**config.mk**
```make
export PLATFORM = sky130hd
export DESIGN_NAME = dmem_arbiter_flat
export DESIGN_NICKNAME = d
export VERILOG_FILES = /design/src/rtl/dmem_arb_pkg.sv /design/src/rtl/dmem_arb_if.sv /design/src/rtl/dmem_arb_grant.sv /design/src/rtl/dmem_arbiter.sv /design/src/flat_wrapper.sv
export SDC_FILE = /design/constraint.sdc
export NUM_CORES = 1
export LEC_CHECK = 0
export BUFFER_PORTS_ARGS = -buffer_cell sky130_fd_sc_hd__buf_2
export CORE_MARGIN = 5
export CORE_UTILIZATION = 40
export DETAILED_ROUTE_END_ITERATION = 10
export PLACE_DENSITY = 0.73
export SETUP_SLACK_MARGIN = 0.3
export SYNTH_ARGS = -nofsm -noshare
export SYNTH_HDL_FRONTEND = slang
export SYNTH_SLANG_ARGS = --single-unit
```
**constraint.sdc**
```tcl
create_clock -name clk_i -period 3.15 [get_ports clk_i]
set_clock_uncertainty 0.15 [all_clocks]
set_input_delay 0.315 -clock clk_i [delete_from_list [all_inputs] [get_ports clk_i]]
set_output_delay 0.315 -clock clk_i [all_outputs]
set_load 0.02 [all_outputs]
```
**src/rtl/dmem_arb_pkg.sv**
```systemverilog
// Shared types and constants for the data-memory arbiter.
// Holds the sequencer state encoding, the port owner codes, the defaults
// for miss handling, and the address legality check.
package dmem_arb_pkg;

    typedef enum logic [1:0] {
        IDLE   = 2'd0,
        ACCESS = 2'd1,
        WAIT   = 2'd2
    } state_e;

    localparam logic        OWN_C         = 1'b0;
    localparam logic        OWN_D         = 1'b1;
    localparam logic [31:0] ERR_DATA      = 32'h0;
    localparam int          MEM_BYTES_DEF = 64;
    localparam int          MISS_WAIT_DEF = 2;
    localparam int          MAX_RETRY_DEF = 3;

    // A word access is illegal when misaligned or when its last byte falls
    // outside the memory. The sum is done in 33 bits so that addresses near
    // 2^32 cannot wrap back into range.
    function automatic logic addr_bad(input logic [31:0] addr, input int unsigned mem_bytes);
        return (addr[1:0] != 2'b00) || (({1'b0, addr} + 33'd3) >= 33'(mem_bytes));
    endfunction

endpackage

```
**src/rtl/dmem_arb_if.sv**
```systemverilog
// Bundle of the CPU port (c_*), the debug/loader port (d_*) and the
// DataMemoryFile side (mem_*). The arbiter uses the slave modport; the
// requesters and the memory together form the master side.
interface dmem_arb_if;
    logic        c_req;
    logic        c_we;
    logic [31:0] c_addr;
    logic [31:0] c_wdata;
    logic        c_rsp_valid;
    logic [31:0] c_rdata;
    logic        c_err;
    logic        c_stall;

    logic        d_req;
    logic        d_we;
    logic [31:0] d_addr;
    logic [31:0] d_wdata;
    logic        d_rsp_valid;
    logic [31:0] d_rdata;
    logic        d_err;
    logic        d_stall;

    logic [31:0] mem_addr;
    logic [31:0] mem_wdata;
    logic        mem_write;
    logic        mem_read;
    logic [31:0] mem_rdata;
    logic        mem_miss;

    modport slave (
        input  c_req, c_we, c_addr, c_wdata,
        output c_rsp_valid, c_rdata, c_err, c_stall,
        input  d_req, d_we, d_addr, d_wdata,
        output d_rsp_valid, d_rdata, d_err, d_stall,
        output mem_addr, mem_wdata, mem_write, mem_read,
        input  mem_rdata, mem_miss
    );

    modport master (
        output c_req, c_we, c_addr, c_wdata,
        input  c_rsp_valid, c_rdata, c_err, c_stall,
        output d_req, d_we, d_addr, d_wdata,
        input  d_rsp_valid, d_rdata, d_err, d_stall,
        input  mem_addr, mem_wdata, mem_write, mem_read,
        output mem_rdata, mem_miss
    );
endinterface

```
**src/rtl/dmem_arb_grant.sv**
```systemverilog
// Grant selection between the CPU and debug ports.
// Build option DMEM_ARB_RR_EN: when defined, ties are broken round-robin
// using a last-owner register; otherwise the CPU port always wins a tie.
module dmem_arb_grant
    import dmem_arb_pkg::*;
(
    input  logic clk_i,
    input  logic rst_i,
    input  logic c_elig_i,
    input  logic d_elig_i,
    input  logic upd_i,        // a grant is being taken this cycle
    output logic gnt_valid_o,
    output logic gnt_owner_o
);

    assign gnt_valid_o = c_elig_i | d_elig_i;

`ifdef DMEM_ARB_RR_EN
    logic last_q, last_d;

    // Single requester wins outright; a tie goes to the port that did not own last.
    always_comb begin
        gnt_owner_o = c_elig_i ? OWN_C : OWN_D;
        if (c_elig_i && d_elig_i) gnt_owner_o = ~last_q;
    end

    // Remember the owner of every grant taken.
    always_comb begin
        last_d = last_q;
        if (upd_i) last_d = gnt_owner_o;
    end

    // Last-owner starts as D so the first tie after reset goes to C.
    always_ff @(posedge clk_i) begin
        if (rst_i) last_q <= OWN_D;
        else       last_q <= last_d;
    end
`else
    // Fixed priority needs no history.
    logic unused_ok;
    assign unused_ok   = ^{clk_i, rst_i, upd_i};
    assign gnt_owner_o = c_elig_i ? OWN_C : OWN_D;
`endif

endmodule

```
**src/rtl/dmem_arbiter.sv**
```systemverilog
// Sequencer and two-port arbiter in front of the 64-byte data memory.
// Runs one word access at a time, retries on memory miss and produces the
// per-port response strobes and CPU stall.
// Build option DMEM_ARB_RR_EN (in dmem_arb_grant) selects round-robin ties.
module dmem_arbiter
    import dmem_arb_pkg::*;
#(
    parameter int MEM_BYTES = MEM_BYTES_DEF,
    parameter int MISS_WAIT = MISS_WAIT_DEF,
    parameter int MAX_RETRY = MAX_RETRY_DEF
) (
    input  logic       clk_i,
    input  logic       rst_i,
    dmem_arb_if.slave  bus_if
);

    localparam int RW = $clog2(MAX_RETRY + 2);
    localparam int WW = $clog2(MISS_WAIT + 1);

    state_e            state_q, state_d;
    logic              we_q, we_d;
    logic [31:0]       addr_q, addr_d;
    logic [31:0]       wdata_q, wdata_d;
    logic              owner_q, owner_d;
    logic [RW-1:0]     retry_q, retry_d;
    logic [WW-1:0]     wcnt_q, wcnt_d;
    logic [1:0]        rsp_q, rsp_d;
    logic [1:0]        err_q, err_d;
    logic [1:0][31:0]  rdata_q, rdata_d;
    logic [31:0]       mem_addr_q, mem_addr_d;
    logic [31:0]       mem_wdata_q, mem_wdata_d;

    logic              c_elig, d_elig, gnt_valid, gnt_owner, gnt_take;
    logic              g_we;
    logic [31:0]       g_addr, g_wdata;

    // A port that is being answered this cycle is not eligible, so a
    // requester still holding req during its strobe is not re-granted.
    assign c_elig   = bus_if.c_req & ~rsp_q[OWN_C];
    assign d_elig   = bus_if.d_req & ~rsp_q[OWN_D];
    assign gnt_take = (state_q == IDLE) & gnt_valid;

    dmem_arb_grant u_grant (
        .clk_i       (clk_i),
        .rst_i       (rst_i),
        .c_elig_i    (c_elig),
        .d_elig_i    (d_elig),
        .upd_i       (gnt_take),
        .gnt_valid_o (gnt_valid),
        .gnt_owner_o (gnt_owner)
    );

    assign g_we    = (gnt_owner == OWN_D) ? bus_if.d_we    : bus_if.c_we;
    assign g_addr  = (gnt_owner == OWN_D) ? bus_if.d_addr  : bus_if.c_addr;
    assign g_wdata = (gnt_owner == OWN_D) ? bus_if.d_wdata : bus_if.c_wdata;

    // Sequencer next-state: grant/check in IDLE, one-cycle ACCESS, miss back-off in WAIT.
    always_comb begin
        state_d     = state_q;
        we_d        = we_q;
        addr_d      = addr_q;
        wdata_d     = wdata_q;
        owner_d     = owner_q;
        retry_d     = retry_q;
        wcnt_d      = wcnt_q;
        rsp_d       = '0;
        err_d       = '0;
        rdata_d     = '0;
        mem_addr_d  = mem_addr_q;
        mem_wdata_d = mem_wdata_q;

        unique case (state_q)
            IDLE: begin
                if (gnt_valid) begin
                    we_d    = g_we;
                    addr_d  = g_addr;
                    wdata_d = g_wdata;
                    owner_d = gnt_owner;
                    retry_d = '0;
                    if (addr_bad(g_addr, MEM_BYTES)) begin
                        // Rejected without touching memory; answer next cycle.
                        rsp_d[gnt_owner] = 1'b1;
                        err_d[gnt_owner] = 1'b1;
                    end else begin
                        state_d     = ACCESS;
                        mem_addr_d  = g_addr;
                        mem_wdata_d = g_wdata;
                    end
                end
            end
            ACCESS: begin
                if (!bus_if.mem_miss) begin
                    rsp_d[owner_q]   = 1'b1;
                    rdata_d[owner_q] = we_q ? ERR_DATA : bus_if.mem_rdata;
                    state_d          = IDLE;
                end else if (retry_q < RW'(MAX_RETRY)) begin
                    retry_d = retry_q + 1'b1;
                    wcnt_d  = WW'(MISS_WAIT);
                    state_d = WAIT;
                end else begin
                    rsp_d[owner_q] = 1'b1;
                    err_d[owner_q] = 1'b1;
                    state_d        = IDLE;
                end
            end
            WAIT: begin
                if (wcnt_q == WW'(1)) state_d = ACCESS;
                else                  wcnt_d  = wcnt_q - 1'b1;
            end
            default: state_d = IDLE;
        endcase
    end

    // State and registered outputs; reset abandons any in-flight access silently.
    always_ff @(posedge clk_i) begin
        if (rst_i) begin
            state_q     <= IDLE;
            we_q        <= 1'b0;
            addr_q      <= '0;
            wdata_q     <= '0;
            owner_q     <= OWN_C;
            retry_q     <= '0;
            wcnt_q      <= '0;
            rsp_q       <= '0;
            err_q       <= '0;
            rdata_q     <= '0;
            mem_addr_q  <= '0;
            mem_wdata_q <= '0;
        end else begin
            state_q     <= state_d;
            we_q        <= we_d;
            addr_q      <= addr_d;
            wdata_q     <= wdata_d;
            owner_q     <= owner_d;
            retry_q     <= retry_d;
            wcnt_q      <= wcnt_d;
            rsp_q       <= rsp_d;
            err_q       <= err_d;
            rdata_q     <= rdata_d;
            mem_addr_q  <= mem_addr_d;
            mem_wdata_q <= mem_wdata_d;
        end
    end

    assign bus_if.c_rsp_valid = rsp_q[OWN_C];
    assign bus_if.c_err       = err_q[OWN_C];
    assign bus_if.c_rdata     = rdata_q[OWN_C];
    assign bus_if.c_stall     = bus_if.c_req & ~rsp_q[OWN_C];
    assign bus_if.d_rsp_valid = rsp_q[OWN_D];
    assign bus_if.d_err       = err_q[OWN_D];
    assign bus_if.d_rdata     = rdata_q[OWN_D];
    assign bus_if.d_stall     = bus_if.d_req & ~rsp_q[OWN_D];

    assign bus_if.mem_addr    = mem_addr_q;
    assign bus_if.mem_wdata   = mem_wdata_q;
    assign bus_if.mem_read    = (state_q == ACCESS) & ~we_q;
    assign bus_if.mem_write   = (state_q == ACCESS) & we_q;

endmodule

```
**src/flat_wrapper.sv**
```systemverilog
// flat-port wrapper written by rule: the top's interface ports become plain ports
module dmem_arbiter_flat import dmem_arb_pkg::*;
#(
    parameter int MEM_BYTES = MEM_BYTES_DEF,
    parameter int MISS_WAIT = MISS_WAIT_DEF,
    parameter int MAX_RETRY = MAX_RETRY_DEF
)
  (clk_i, rst_i, bus_if_c_req, bus_if_c_we, bus_if_c_addr, bus_if_c_wdata, bus_if_c_rsp_valid, bus_if_c_rdata, bus_if_c_err, bus_if_c_stall, bus_if_d_req, bus_if_d_we, bus_if_d_addr, bus_if_d_wdata, bus_if_d_rsp_valid, bus_if_d_rdata, bus_if_d_err, bus_if_d_stall, bus_if_mem_addr, bus_if_mem_wdata, bus_if_mem_write, bus_if_mem_read, bus_if_mem_rdata, bus_if_mem_miss);
  dmem_arb_if bus_if_i ();
  input  logic clk_i;
  input  logic rst_i;
  input wire logic [$bits(bus_if_i.c_req)-1:0] bus_if_c_req;
  input wire logic [$bits(bus_if_i.c_we)-1:0] bus_if_c_we;
  input wire logic [$bits(bus_if_i.c_addr)-1:0] bus_if_c_addr;
  input wire logic [$bits(bus_if_i.c_wdata)-1:0] bus_if_c_wdata;
  output wire logic [$bits(bus_if_i.c_rsp_valid)-1:0] bus_if_c_rsp_valid;
  output wire logic [$bits(bus_if_i.c_rdata)-1:0] bus_if_c_rdata;
  output wire logic [$bits(bus_if_i.c_err)-1:0] bus_if_c_err;
  output wire logic [$bits(bus_if_i.c_stall)-1:0] bus_if_c_stall;
  input wire logic [$bits(bus_if_i.d_req)-1:0] bus_if_d_req;
  input wire logic [$bits(bus_if_i.d_we)-1:0] bus_if_d_we;
  input wire logic [$bits(bus_if_i.d_addr)-1:0] bus_if_d_addr;
  input wire logic [$bits(bus_if_i.d_wdata)-1:0] bus_if_d_wdata;
  output wire logic [$bits(bus_if_i.d_rsp_valid)-1:0] bus_if_d_rsp_valid;
  output wire logic [$bits(bus_if_i.d_rdata)-1:0] bus_if_d_rdata;
  output wire logic [$bits(bus_if_i.d_err)-1:0] bus_if_d_err;
  output wire logic [$bits(bus_if_i.d_stall)-1:0] bus_if_d_stall;
  output wire logic [$bits(bus_if_i.mem_addr)-1:0] bus_if_mem_addr;
  output wire logic [$bits(bus_if_i.mem_wdata)-1:0] bus_if_mem_wdata;
  output wire logic [$bits(bus_if_i.mem_write)-1:0] bus_if_mem_write;
  output wire logic [$bits(bus_if_i.mem_read)-1:0] bus_if_mem_read;
  input wire logic [$bits(bus_if_i.mem_rdata)-1:0] bus_if_mem_rdata;
  input wire logic [$bits(bus_if_i.mem_miss)-1:0] bus_if_mem_miss;
  assign bus_if_i.c_req = bus_if_c_req;
  assign bus_if_i.c_we = bus_if_c_we;
  assign bus_if_i.c_addr = bus_if_c_addr;
  assign bus_if_i.c_wdata = bus_if_c_wdata;
  assign bus_if_c_rsp_valid = bus_if_i.c_rsp_valid;
  assign bus_if_c_rdata = bus_if_i.c_rdata;
  assign bus_if_c_err = bus_if_i.c_err;
  assign bus_if_c_stall = bus_if_i.c_stall;
  assign bus_if_i.d_req = bus_if_d_req;
  assign bus_if_i.d_we = bus_if_d_we;
  assign bus_if_i.d_addr = bus_if_d_addr;
  assign bus_if_i.d_wdata = bus_if_d_wdata;
  assign bus_if_d_rsp_valid = bus_if_i.d_rsp_valid;
  assign bus_if_d_rdata = bus_if_i.d_rdata;
  assign bus_if_d_err = bus_if_i.d_err;
  assign bus_if_d_stall = bus_if_i.d_stall;
  assign bus_if_mem_addr = bus_if_i.mem_addr;
  assign bus_if_mem_wdata = bus_if_i.mem_wdata;
  assign bus_if_mem_write = bus_if_i.mem_write;
  assign bus_if_mem_read = bus_if_i.mem_read;
  assign bus_if_i.mem_rdata = bus_if_mem_rdata;
  assign bus_if_i.mem_miss = bus_if_mem_miss;
  dmem_arbiter #(.MEM_BYTES(MEM_BYTES), .MISS_WAIT(MISS_WAIT), .MAX_RETRY(MAX_RETRY)) u_core (.clk_i(clk_i), .rst_i(rst_i), .bus_if(bus_if_i));
endmodule
```
==> key figures <==
Run status
  – Outcome: finished with violations
  – Failing checks: negative setup slack

Route
  – Post-route ant nets: 0
  – Total number of vias: between 7000 and 8000
  – Final wirelength: 25600 um
  – Routed vias/inst: around 5.3
  – DRC: 0
  – First-pass iteration count of the detailed router: 5
  – DR WL/cell: 17.85 um
  – First DRT Iteration DRCs: 430

Cells and area
  – Most common cell after layout, fill and taps aside: buf_2
  – Fin nets: 1371
  – Syn-to-layout area delta: 61.62%
  – Final cell count without fillers: 1434
  – Layout cell share with drive strength beyond 1: 0.4551
  – Most frequent cells in the layout: buf_2 (302), nand2_1 (152), dfxtp_1 (140), buf_4 (103), nor2_1 (86)

Timing
  – Tcrit/Tclk final: 1.141
  – Min Hold Slack: 0.02204 ns
  – Final worst setup slack: -0.4452 ns
  – Worst Tran Pin Value: approximately 0.63 ns
  – Final min period: roughly 3.6 ns
  – RSZ-0062 raised after global routing: true
  – Finish-stage setup viols: 69
  – Final Slew Violations: 0
  – Final hold viol count: 0
  – F_max: 278.1 MHz
  – Slew Limit Headroom: 0.5759

Power and ir drop
  – Leakage power: between 4 and 5 nW
  – Total Power: 4.584 mW
  – VDD IR max: 0.3870 mV
  – Power per Cell Area: 435.9 nW/um^2

Synthesis
  – Compound-Gate Fraction of Synth Area: 0.1458
  – Simple-gate share of the synthesized area: 0.2688
  – Seq/Total Area, Yosys: 0.4338
  – Mean Syn Cell Area: 8.215 sq um
  – Async set or reset register ratio after synthesis: 0
  – Area of the mapped netlist: 6506 sq um
  – Post-Synth XOR/XNOR Area: 0.009423
  – Adder-Cell Fraction of Synth Area: 0.003846
  – YS warnings: 0
  – Main combinational cell family by area after synthesis: simple AND/OR/NAND/NOR gates
  – Unique masters post-synth: 60
  – Number of register bits inferred by synthesis: around 140
  – Gate Count Post-Synth: roughly 790
  – Ys flop type: dfxtp_1
  – Post-synth EDFFs: 0
  – Synthesized Nets: 961
  – Post-synthesis mux area share: 0.06769

Floorplan
  – Die area: 18920 sq um
  – Die Height: 137.5 um
  – Initial Util: 0.4081
  – Core area: 15940 sq um
  – Row count: 46
  – Die width: 137.5 um
  – I/O Pins: 303

Global route
  – GR Util All Layers: 0.2618
  – Largest net degree at the start of global routing: 44
  – Gr ovfl total: 0
  – Vias in the first global route: approximately 7500
  – First-pass GRT wire length: 38730 um
  – Antenna violations before repair: 3

Placed design
  – Place WS: -0.6810 ns
  – # port buffers: 302
  – RePlAce Congestion: 0.9410
  – DP Wirelength: between 15000 and 20000 um
  – # placed instances: 1353

Critical path
  – Critical path class: flop to flop
  – CP endpoint kind: flop
  – Cell mode on critical path: or4_4
  – Reg2reg end: u_core.bus_if.mem_addr[29]
  – Reg2reg setup slack: -0.45 ns
  – Max stage delay on crit path: 0.58 ns
  – Critical R2R Launch: u_core.rsp_q[0]
  – Critical path, cell by cell: nand2b_4 > bufbuf_16 > nor3_4 > buf_4 > o211a_1 > nand3b_1 > mux2i_1 > or4_4 > or4_4 > buf_6 > buf_16 > and3_1
  – Peak fanout along the critical path: 16
  – Crit-path leading delay family: simple AND/OR/NAND/NOR gates
  – Buf+Inv Stages, Crit Path: 4
  – Crit-path slowest cell: or4_4
  – Worst endpoint data arrival time: about 3.7 ns
  – CP required: ~3.3 ns
  – Worst reg2reg path depth: 12
  – CP startpoint kind: flop

Clocking
  – CTS tree: done
  – Longest Clk Path Bufs: 2
  – CTS Buf Count: 17
  – Clock Root Buffer: clkbuf_16
  – CTS clk-pin slew, worst paths: 0.06 ns
  – H-tree levels: 4
  – CTS sink cnt: approximately 140
  – Worst-skew pair later-pin latency: 0.41 ns

Hold path
  – Worst min path class: input pin to flop
  – Critical hold path startpoint: bus_if_c_we
  – WHS Path Cells: 3
  – Hold endpoint: u_core.we_q

Flow run
  – MaxCap Viol Count: 0
[kinds of logic (layout without fill, tap and decap cells)]
group / after synthesis / in the layout
other: 0 / 3
AO/OA/AOI/OAI: 131 / 131
AND/OR/NAND/NOR: 369 / 369
XOR/XNOR: 7 / 7
multiplexers: 39 / 39
flip-flops: 141 / 141
adder cells (fa/ha/maj): 2 / 2
buffers and inverters: 103 / 526
[cell usage after synthesis (3+ instances only)]
master       n  area, sq um
o2111ai_1    3        26.28
xnor2_1      3        26.28
nor2b_1      3        18.77
a22oi_1      4        30.03
o21ai_0      9        45.04
mux2_2       8        90.09
a21oi_1     44        220.2
nor4_1       6        37.54
a311oi_1     3        26.28
nand3b_1     4        30.03
nand2_1    152        570.6
xor2_1       4        35.03
nor2_1      86        322.8
inv_1       39        146.4
or4_1        5        37.54
buf_2        4        20.02
dfxtp_1    141         2823
mux2i_4      3        67.56
o31ai_1      6        45.04
nand2b_1     4        25.02
o211ai_1     5        37.54
o41ai_1     36        315.3
clkbuf_1    46        172.7
mux2i_1     26        260.3
nor3_1      11        55.05
and3_1      36        225.2
nand3_1      8        40.04
buf_6        8        90.09
nand4_1     45        281.5
[report_power, final]
| group | leakage [nW] | internal, mW | switching (mW) |
|---|---|---|---|
| Combinational | 3.56 | 0.335 | 0.364 |
| Clock | 0.304 | 1.28 | 0.809 |
| Sequential | 1.14 | 1.79 | 0.00339 |
| Total | 5.00 | 3.41 | 1.18 |
[sequential cells by signal, indices dropped and copies added (netlist names)]
signal                   flops
u_core.bus_if.c_rdata       32
u_core.bus_if.d_rdata       32
u_core.bus_if.mem_addr      32
u_core.bus_if.mem_wdata     32
u_core.err_q                 2
u_core.owner_q               1
u_core.retry_q               3
u_core.rsp_q                 2
u_core.state_q               2
u_core.wcnt_q                2
u_core.we_q                  1
[final cells by class]
type | count | area (sq um)
fillers | 1284 | 5428
multi-input cells | 548 | 3696
repair buffers | 453 | 2939
flip-flops and latches | 141 | 2826
clock buffers | 18 | 439.2
well taps | 216 | 270.3
clock inverters | 14 | 180.2
inverters | 41 | 156.4
diodes | 3 | 7.507
[per-layer routing]
metal / GRT usage / share of wire
met1: 0.3041 / 0.39
met2: 0.4683 / 0.51
met3: 0.06318 / 0.070
met4: 0.09035 / 0.030
met5: 0 / 0.00043
[tightest hold or removal path: stages]
cell	delay [ns]
buf_2	0.10
nand2_1	0.05
a311oi_1	0.07
[stage by stage]
stage | instance area (sq um) | TNS, ns | utilization
2_1_floorplan | 6813 | -5.602 | -
3_3_place_gp | 9123 | -35.33 | 0.5722
3_5_place_dp | 9123 | -40.70 | 0.5722
4_1_cts | 10450 | -25.06 | 0.6555
5_1_grt | 10510 | -35.41 | 0.6594
6_report | 10520 | -26.89 | 0.6596
[worst max path at each step]
stage               startpoint                    endpoint  slack [ns]  depth (start not counted)
2_1_floorplan  u_core.rsp_q[0]  u_core.bus_if.mem_addr[27]       -0.15                         11
3_3_place_gp      bus_if_c_req             u_core.rsp_q[0]       -0.61                         13
3_5_place_dp      bus_if_c_req             u_core.rsp_q[0]       -0.68                         13
4_1_cts        u_core.rsp_q[0]  u_core.bus_if.mem_addr[29]       -0.41                         12
5_1_grt        u_core.rsp_q[0]  u_core.bus_if.mem_addr[27]       -0.56                         13
6_report       u_core.rsp_q[0]  u_core.bus_if.mem_addr[29]       -0.45                         12
[repair_timing]
| action | in CTS | in global routing |
|---|---|---|
| buffers inserted | 8 | 3 |
| gates resized for setup | 44 | 8 |
| endpoints found under the hold margin | 48 | 0 |
| pin swaps | 10 | 6 |
| hold buffers | 30 | 0 |
| gates cloned | 5 | 0 |
| setup endpoints to repair | 69 | 69 |
(Power assumes the default switching activity.)
